$ cat src/rtl/dcache_pkg.sv
// Shared width helpers and FSM state encoding for the dcache port arbiter.
package dcache_pkg;

  function automatic int aw_of(input int logcnt);
    return 10 + logcnt;
  endfunction

  function automatic int sw_of(input int logcnt);
    return 10 + logcnt - 1;
  endfunction

  function automatic int dw_of(input int bits, input int sz);
    return bits * sz * sz;
  endfunction

  localparam int SZ_DEF     = 4;
  localparam int LOGCNT_DEF = 5;
  localparam int BITS_DEF   = 18;
  localparam int AW_DEF     = aw_of(LOGCNT_DEF);
  localparam int SW_DEF     = sw_of(LOGCNT_DEF);
  localparam int DW_DEF     = dw_of(BITS_DEF, SZ_DEF);

  typedef enum logic [1:0] {
    IDLE   = 2'd0,
    ACCESS = 2'd1,
    RESP   = 2'd2
  } arb_state_e;

endpackage

$ cat src/rtl/rr_arbiter.sv
// Rotating-priority picker with last-winner pointer.
// DCACHE_ARB_PRIO0_EN gives requester 0 fixed top priority outside the rotation.
module rr_arbiter #(
  parameter  int NREQ = 2,
  localparam int IW   = (NREQ > 1) ? $clog2(NREQ) : 1
) (
  input  logic            clk,
  input  logic            reset,
  input  logic [NREQ-1:0] req,
  input  logic            advance,
  output logic [NREQ-1:0] gnt,
  output logic [IW-1:0]   idx
);

  logic [IW-1:0]   ptr_r;
  logic [IW-1:0]   pos_s;
  logic [NREQ-1:0] cand_s;
  logic            found_s;

  // Pick the first requester after the pointer (optionally requester 0 first).
  always_comb begin
    gnt     = '0;
    idx     = '0;
    pos_s   = '0;
    found_s = 1'b0;
    cand_s  = req;
`ifdef DCACHE_ARB_PRIO0_EN
    if (req[0]) begin
      gnt[0]  = 1'b1;
      found_s = 1'b1;
    end else begin
      cand_s[0] = 1'b0;
    end
`endif
    for (int k = 1; k <= NREQ; k++) begin
      pos_s = IW'((int'(ptr_r) + k) % NREQ);
      if (!found_s && cand_s[pos_s]) begin
        gnt[pos_s] = 1'b1;
        idx        = pos_s;
        found_s    = 1'b1;
      end else begin
        found_s = found_s;
      end
    end
  end

  // Pointer remembers the last rotating winner; moves only on a grant.
  always_ff @(posedge clk) begin
    if (reset) begin
      ptr_r <= IW'(NREQ - 1);
    end else if (advance) begin
`ifdef DCACHE_ARB_PRIO0_EN
      if (idx != '0) ptr_r <= idx;
`else
      ptr_r <= idx;
`endif
    end
  end

endmodule

$ cat src/rtl/dcache_arbiter.sv
// Round-robin arbiter sharing the dcache strided-matrix port among NREQ requesters.
// Optional build macro: DCACHE_ARB_PRIO0_EN (requester 0 always wins when valid).
module dcache_arbiter
  import dcache_pkg::*;
#(
  parameter  int SZ     = 4,
  parameter  int LOGCNT = 5,
  parameter  int BITS   = 18,
  parameter  int NREQ   = 2,
  localparam int AW     = aw_of(LOGCNT),
  localparam int SW     = sw_of(LOGCNT),
  localparam int DW     = dw_of(BITS, SZ),
  localparam int IW     = (NREQ > 1) ? $clog2(NREQ) : 1
) (
  input  logic               clk,
  input  logic               reset,
  input  logic [NREQ-1:0]    req_valid,
  output logic [NREQ-1:0]    req_ready,
  input  logic [NREQ-1:0]    req_we,
  input  logic [NREQ*AW-1:0] req_addr,
  input  logic [NREQ*SW-1:0] req_stride_x,
  input  logic [NREQ*SW-1:0] req_stride_y,
  input  logic [NREQ*DW-1:0] req_dat_w,
  output logic [NREQ-1:0]    rsp_valid,
  output logic [DW-1:0]      rsp_dat,
  output logic [AW-1:0]      mem_addr,
  output logic [SW-1:0]      mem_stride_x,
  output logic [SW-1:0]      mem_stride_y,
  output logic               mem_we,
  output logic [DW-1:0]      mem_dat_w,
  input  logic [DW-1:0]      mem_dat_r
);

  arb_state_e      state_r, state_s;
  logic [IW-1:0]   owner_r;
  logic [NREQ-1:0] gnt_s;
  logic [IW-1:0]   idx_s;
  logic            advance_s;

  logic [AW-1:0]   mem_addr_r;
  logic [SW-1:0]   mem_stride_x_r, mem_stride_y_r;
  logic            mem_we_r;
  logic [DW-1:0]   mem_dat_w_r, rsp_dat_r;

  rr_arbiter #(.NREQ(NREQ)) u_rr (
    .clk     (clk),
    .reset   (reset),
    .req     (req_valid),
    .advance (advance_s),
    .gnt     (gnt_s),
    .idx     (idx_s)
  );

  // State register.
  always_ff @(posedge clk) begin
    if (reset) state_r <= IDLE;
    else       state_r <= state_s;
  end

  // Next state, grant handshake and state-decoded completion pulse.
  always_comb begin
    state_s   = state_r;
    req_ready = '0;
    rsp_valid = '0;
    advance_s = 1'b0;
    case (state_r)
      IDLE: begin
        if ((|req_valid) && !reset) begin
          req_ready = gnt_s;
          advance_s = 1'b1;
          state_s   = ACCESS;
        end else begin
          state_s   = IDLE;
        end
      end
      ACCESS:  state_s = RESP;
      RESP: begin
        rsp_valid[owner_r] = 1'b1;
        state_s            = IDLE;
      end
      default: state_s = IDLE;
    endcase
  end

  // Capture the winner's request, then the read tile one cycle later.
  always_ff @(posedge clk) begin
    if (reset) begin
      owner_r        <= '0;
      mem_addr_r     <= '0;
      mem_stride_x_r <= '0;
      mem_stride_y_r <= '0;
      mem_we_r       <= 1'b0;
      mem_dat_w_r    <= '0;
      rsp_dat_r      <= '0;
    end else begin
      case (state_r)
        IDLE: begin
          if (advance_s) begin
            owner_r        <= idx_s;
            mem_addr_r     <= req_addr[int'(idx_s)*AW +: AW];
            mem_stride_x_r <= req_stride_x[int'(idx_s)*SW +: SW];
            mem_stride_y_r <= req_stride_y[int'(idx_s)*SW +: SW];
            mem_we_r       <= req_we[idx_s];
            mem_dat_w_r    <= req_dat_w[int'(idx_s)*DW +: DW];
          end
        end
        ACCESS: begin
          if (!mem_we_r) rsp_dat_r <= mem_dat_r;
          mem_we_r <= 1'b0;
        end
        default: begin
          mem_we_r <= 1'b0;
        end
      endcase
    end
  end

  assign mem_addr     = mem_addr_r;
  assign mem_stride_x = mem_stride_x_r;
  assign mem_stride_y = mem_stride_y_r;
  assign mem_we       = mem_we_r;
  assign mem_dat_w    = mem_dat_w_r;
  assign rsp_dat      = rsp_dat_r;

endmodule
$ cat config.mk
export PLATFORM = sky130hd
export DESIGN_NAME = dcache_arbiter
export DESIGN_NICKNAME = d
export VERILOG_FILES = /design/src/rtl/dcache_pkg.sv /design/src/rtl/rr_arbiter.sv /design/src/rtl/dcache_arbiter.sv
export SDC_FILE = /design/constraint.sdc
export NUM_CORES = 1
export LEC_CHECK = 0
export ABC_AREA = 1
export CAP_MARGIN = 40
export CORE_AREA = 2 2 615 617
export CTS_CLUSTER_SIZE = 25
export DETAILED_ROUTE_END_ITERATION = 7
export DIE_AREA = 0 0 617 619
export DONT_BUFFER_PORTS = 1
export PLACE_DENSITY = 0.3
export SYNTH_ARGS = -nofsm -noshare
export SYNTH_HDL_FRONTEND = slang
export SYNTH_SLANG_ARGS = --single-unit
$ cat constraint.sdc
create_clock -name clk -period 2.4 [get_ports clk]
set_clock_uncertainty 0.1 [all_clocks]
set_input_delay 0.36 -clock clk [delete_from_list [all_inputs] [get_ports clk]]
set_output_delay 0.36 -clock clk [all_outputs]
set_load 0.005 [all_outputs]
==> impl_metrics.ini <==
[status]
status = finished clean

[route]
wl_um = 264000
drt-wirelength-per-cell_um = 26.0
vias = 31364
drt_pass1_iterations = 5
vias_per_cell = 3.08
drc_errors = 0
ant_nets = 0
drtIter0Drc = 2020

[timing]
rsz0062_at_grt = yes
report.final.slew_viol_count = 0
setup_viol = 0
relSlewSlack_pct = 15.5
finalCritPeriodShare_pct = 96.9
fmax_ghz = 0.430
hold_viol = 0
tightest_slew_ps = 1270
period_needed_ps = 2320

[worst_setup_path]
arrival_ps = 2840
cp.required_ps = 2920
worstSetupPathType = flop to flop
critPathMaxFanout = 34
cp-start-kind = flop
endpoint_kind = flop

[final_layout]
seq_area_sq_um = 12500
layout_common_cells = nor2_1 (1,570), dlygate4sd3_1 (967), nand2_1 (669), dfxtp_1 (621), o21ai_0 (559)
fillers = 43456
final_layout_size_suffix_gt1_share_pct = 5.51
layout.cells.most_common = nor2_1
multi_input_area_sq_um = 11600
stdcell_area_sq_um = 46100
area_growth_pct = 73.1
nets = 5977

[floorplan]
die_area_sq_um = 382000
initial_core_util_pct = 7.10
die_w_um = 617
die_h_um = 619
fp.coreArea_sq_um = 375000
ios = 1580
num_rows = 225

[power_and_ir_drop]
pwr-share-seq_pct = 40.9
powerDensity_nw_per_um2 = 718
power.share.combinational_pct = 15.9
power_w = 0.0330
pwr-share-clk_pct = 43.1
swShare_pct = 33.8
p_leak_nw = 18.9
ir_drop_v = 0.000547
power_switching_w = 0.0112
p_int_w = 0.0219

[yosys]
yosysTopAreaCell = dfxtp_1
synth_area_sq_um = 26600
yosysWarnings = 0
yosysUniqueCellTypes = 23
syn_area_per_cell_sq_um = 6.47
syn-num-nets = 5069
yosysTopAreaCellShare_pct = 47.0
synthTopCellsByArea = dfxtp_1 (47%), nor2_1 (22%), o21ai_0 (11%)
yosysSeqAreaShare_pct = 47.0
ys_ff_latch = 624
postSynthCellCount = 4113

[grt]
grt_pass1_wl_um = 327000
grt_usage_pct = 13.1
overflow = 0
grt_max_degree = 142
grt_pass1_vias = 31186
antenna_found_initial = 254

[place]
gp_congestion = 0.894
dp.final_hpwl_um = 225000
place_area_sq_um = 32900
port_buffers = 0

[flow_run]
maxCapViolations = 0

[cts]
cts_inserted_buffers = 95
clock_latency_ps = 820
cts_buffer_depth = 4
htreeDepth = 3
cts_sinks = 624
clk_pin_slew_worst_paths_ps = 60
cts_root_buffer = clkbuf_16
cts_tree = done

[worst_hold_path]
hp-class = primary input to flop
==> power by group through the flow <==
stage,clock [W],sequential [W],combinational [W]
after global routing,0.0152,0.0138,0.00585
final,0.0143,0.0135,0.00527
after detailed placement,0,0.0138,0.00354
after CTS,0.0149,0.0136,0.00533
after global placement,0,0.0138,0.00352
after floorplan,0,0.0121,0.00234
==> critical path, cell delays in order (launching register included) <==
cell	delay, ps
dfxtp_4	360
inv_4	60
nand3_4	90
nor2_4	150
buf_12	130
buf_4	300
buf_12	260
buf_12	210
nand2_1	110
nor2_1	170
nor2_1	80
==> timing repair <==
action	CTS	global route
pin swaps	2	3
gates resized for setup	17	8
gates cloned	0	3
setup buffers	7	2
setup endpoints to repair	4	27
hold buffers	967	0
endpoints found under the hold margin	624	0
==> sequential cells by signal, indices dropped and copies added (netlist names) <==
register / cells
mem_dat_w: 288
rsp_dat: 288
mem_addr: 15
mem_stride_x: 14
mem_stride_y: 14
state_r: 2
mem_we: 1
owner_r: 1
u_rr.ptr_r: 1
==> cell usage after synthesis, drive strengths merged <==
cell type and count:
nor3 3, inv 341, o211ai 1, and3 1, buf 165, nand2 670
nand3b 1, dfxtp 624, nand3 2, a21oi 3, nor2 1571, o21ai 619
nand4 1, clkbuf 111
==> area by class of cell <==
type	count	area share [%]
clock inverters	30	0.671
inverters	341	2.86
well taps	4994	13.6
repair buffers	1087	24.1
multi-input cells	2872	25.3
diodes	95	0.516
flip-flops and latches	624	27.1
clock buffers	132	5.90
==> worst paths after layout <==
kind	startpoint	end	slack, ps	cells after the start
setup / recovery	state_r[1]$_SDFF_PP0_	mem_dat_w[136]$_SDFFE_PP0P_	80	10
hold / removal	req_dat_w[510]	mem_dat_w[222]$_SDFFE_PP0P_	60	4
setup reg to reg	state_r[1]$_SDFF_PP0_	mem_dat_w[136]$_SDFFE_PP0P_	80	10
hold reg to reg	owner_r$_SDFFE_PP0P_	owner_r$_SDFFE_PP0P_	410	2
==> routing by layer <==
metal / track usage [%] / part of all wire (%) / vias to the layer above
met5: 0 / 0.39 / -
met4: 3.72 / 3.5 / 152
met3: 10.6 / 18 / 608
met2: 20.6 / 44 / 1699
met1: 13.0 / 35 / 14430
li1: - / - / 14475
==> metrics by stage <==
step                      worst slack (ps)  instances  TNS [ps]  utilization [%]  hold WS (ps)
after floorplan                        822       4113         0                -           329
after global placement                 237       8938         0             8.77           334
after detailed placement               246       8939         0             8.77           339
after CTS                            -36.0      10075     -36.0             12.2          4.39
after global routing                 -24.7      10118     -74.7             12.3          61.8
final                                 75.3      10175         0             12.3          60.6
==> cell families (layout without fill, tap and decap cells) <==
| group | count (synthesis) | in the layout | share of synthesized area, % |
|---|---|---|---|
| buf+inv | 617 | 1590 | 9.42 |
| other cells | 0 | 95 | 0 |
| simple gates | 2249 | 2249 | 31.9 |
| compound gates | 623 | 623 | 11.7 |
| flops | 624 | 624 | 47.0 |
Note: power is estimated with default switching activity, not from simulation.
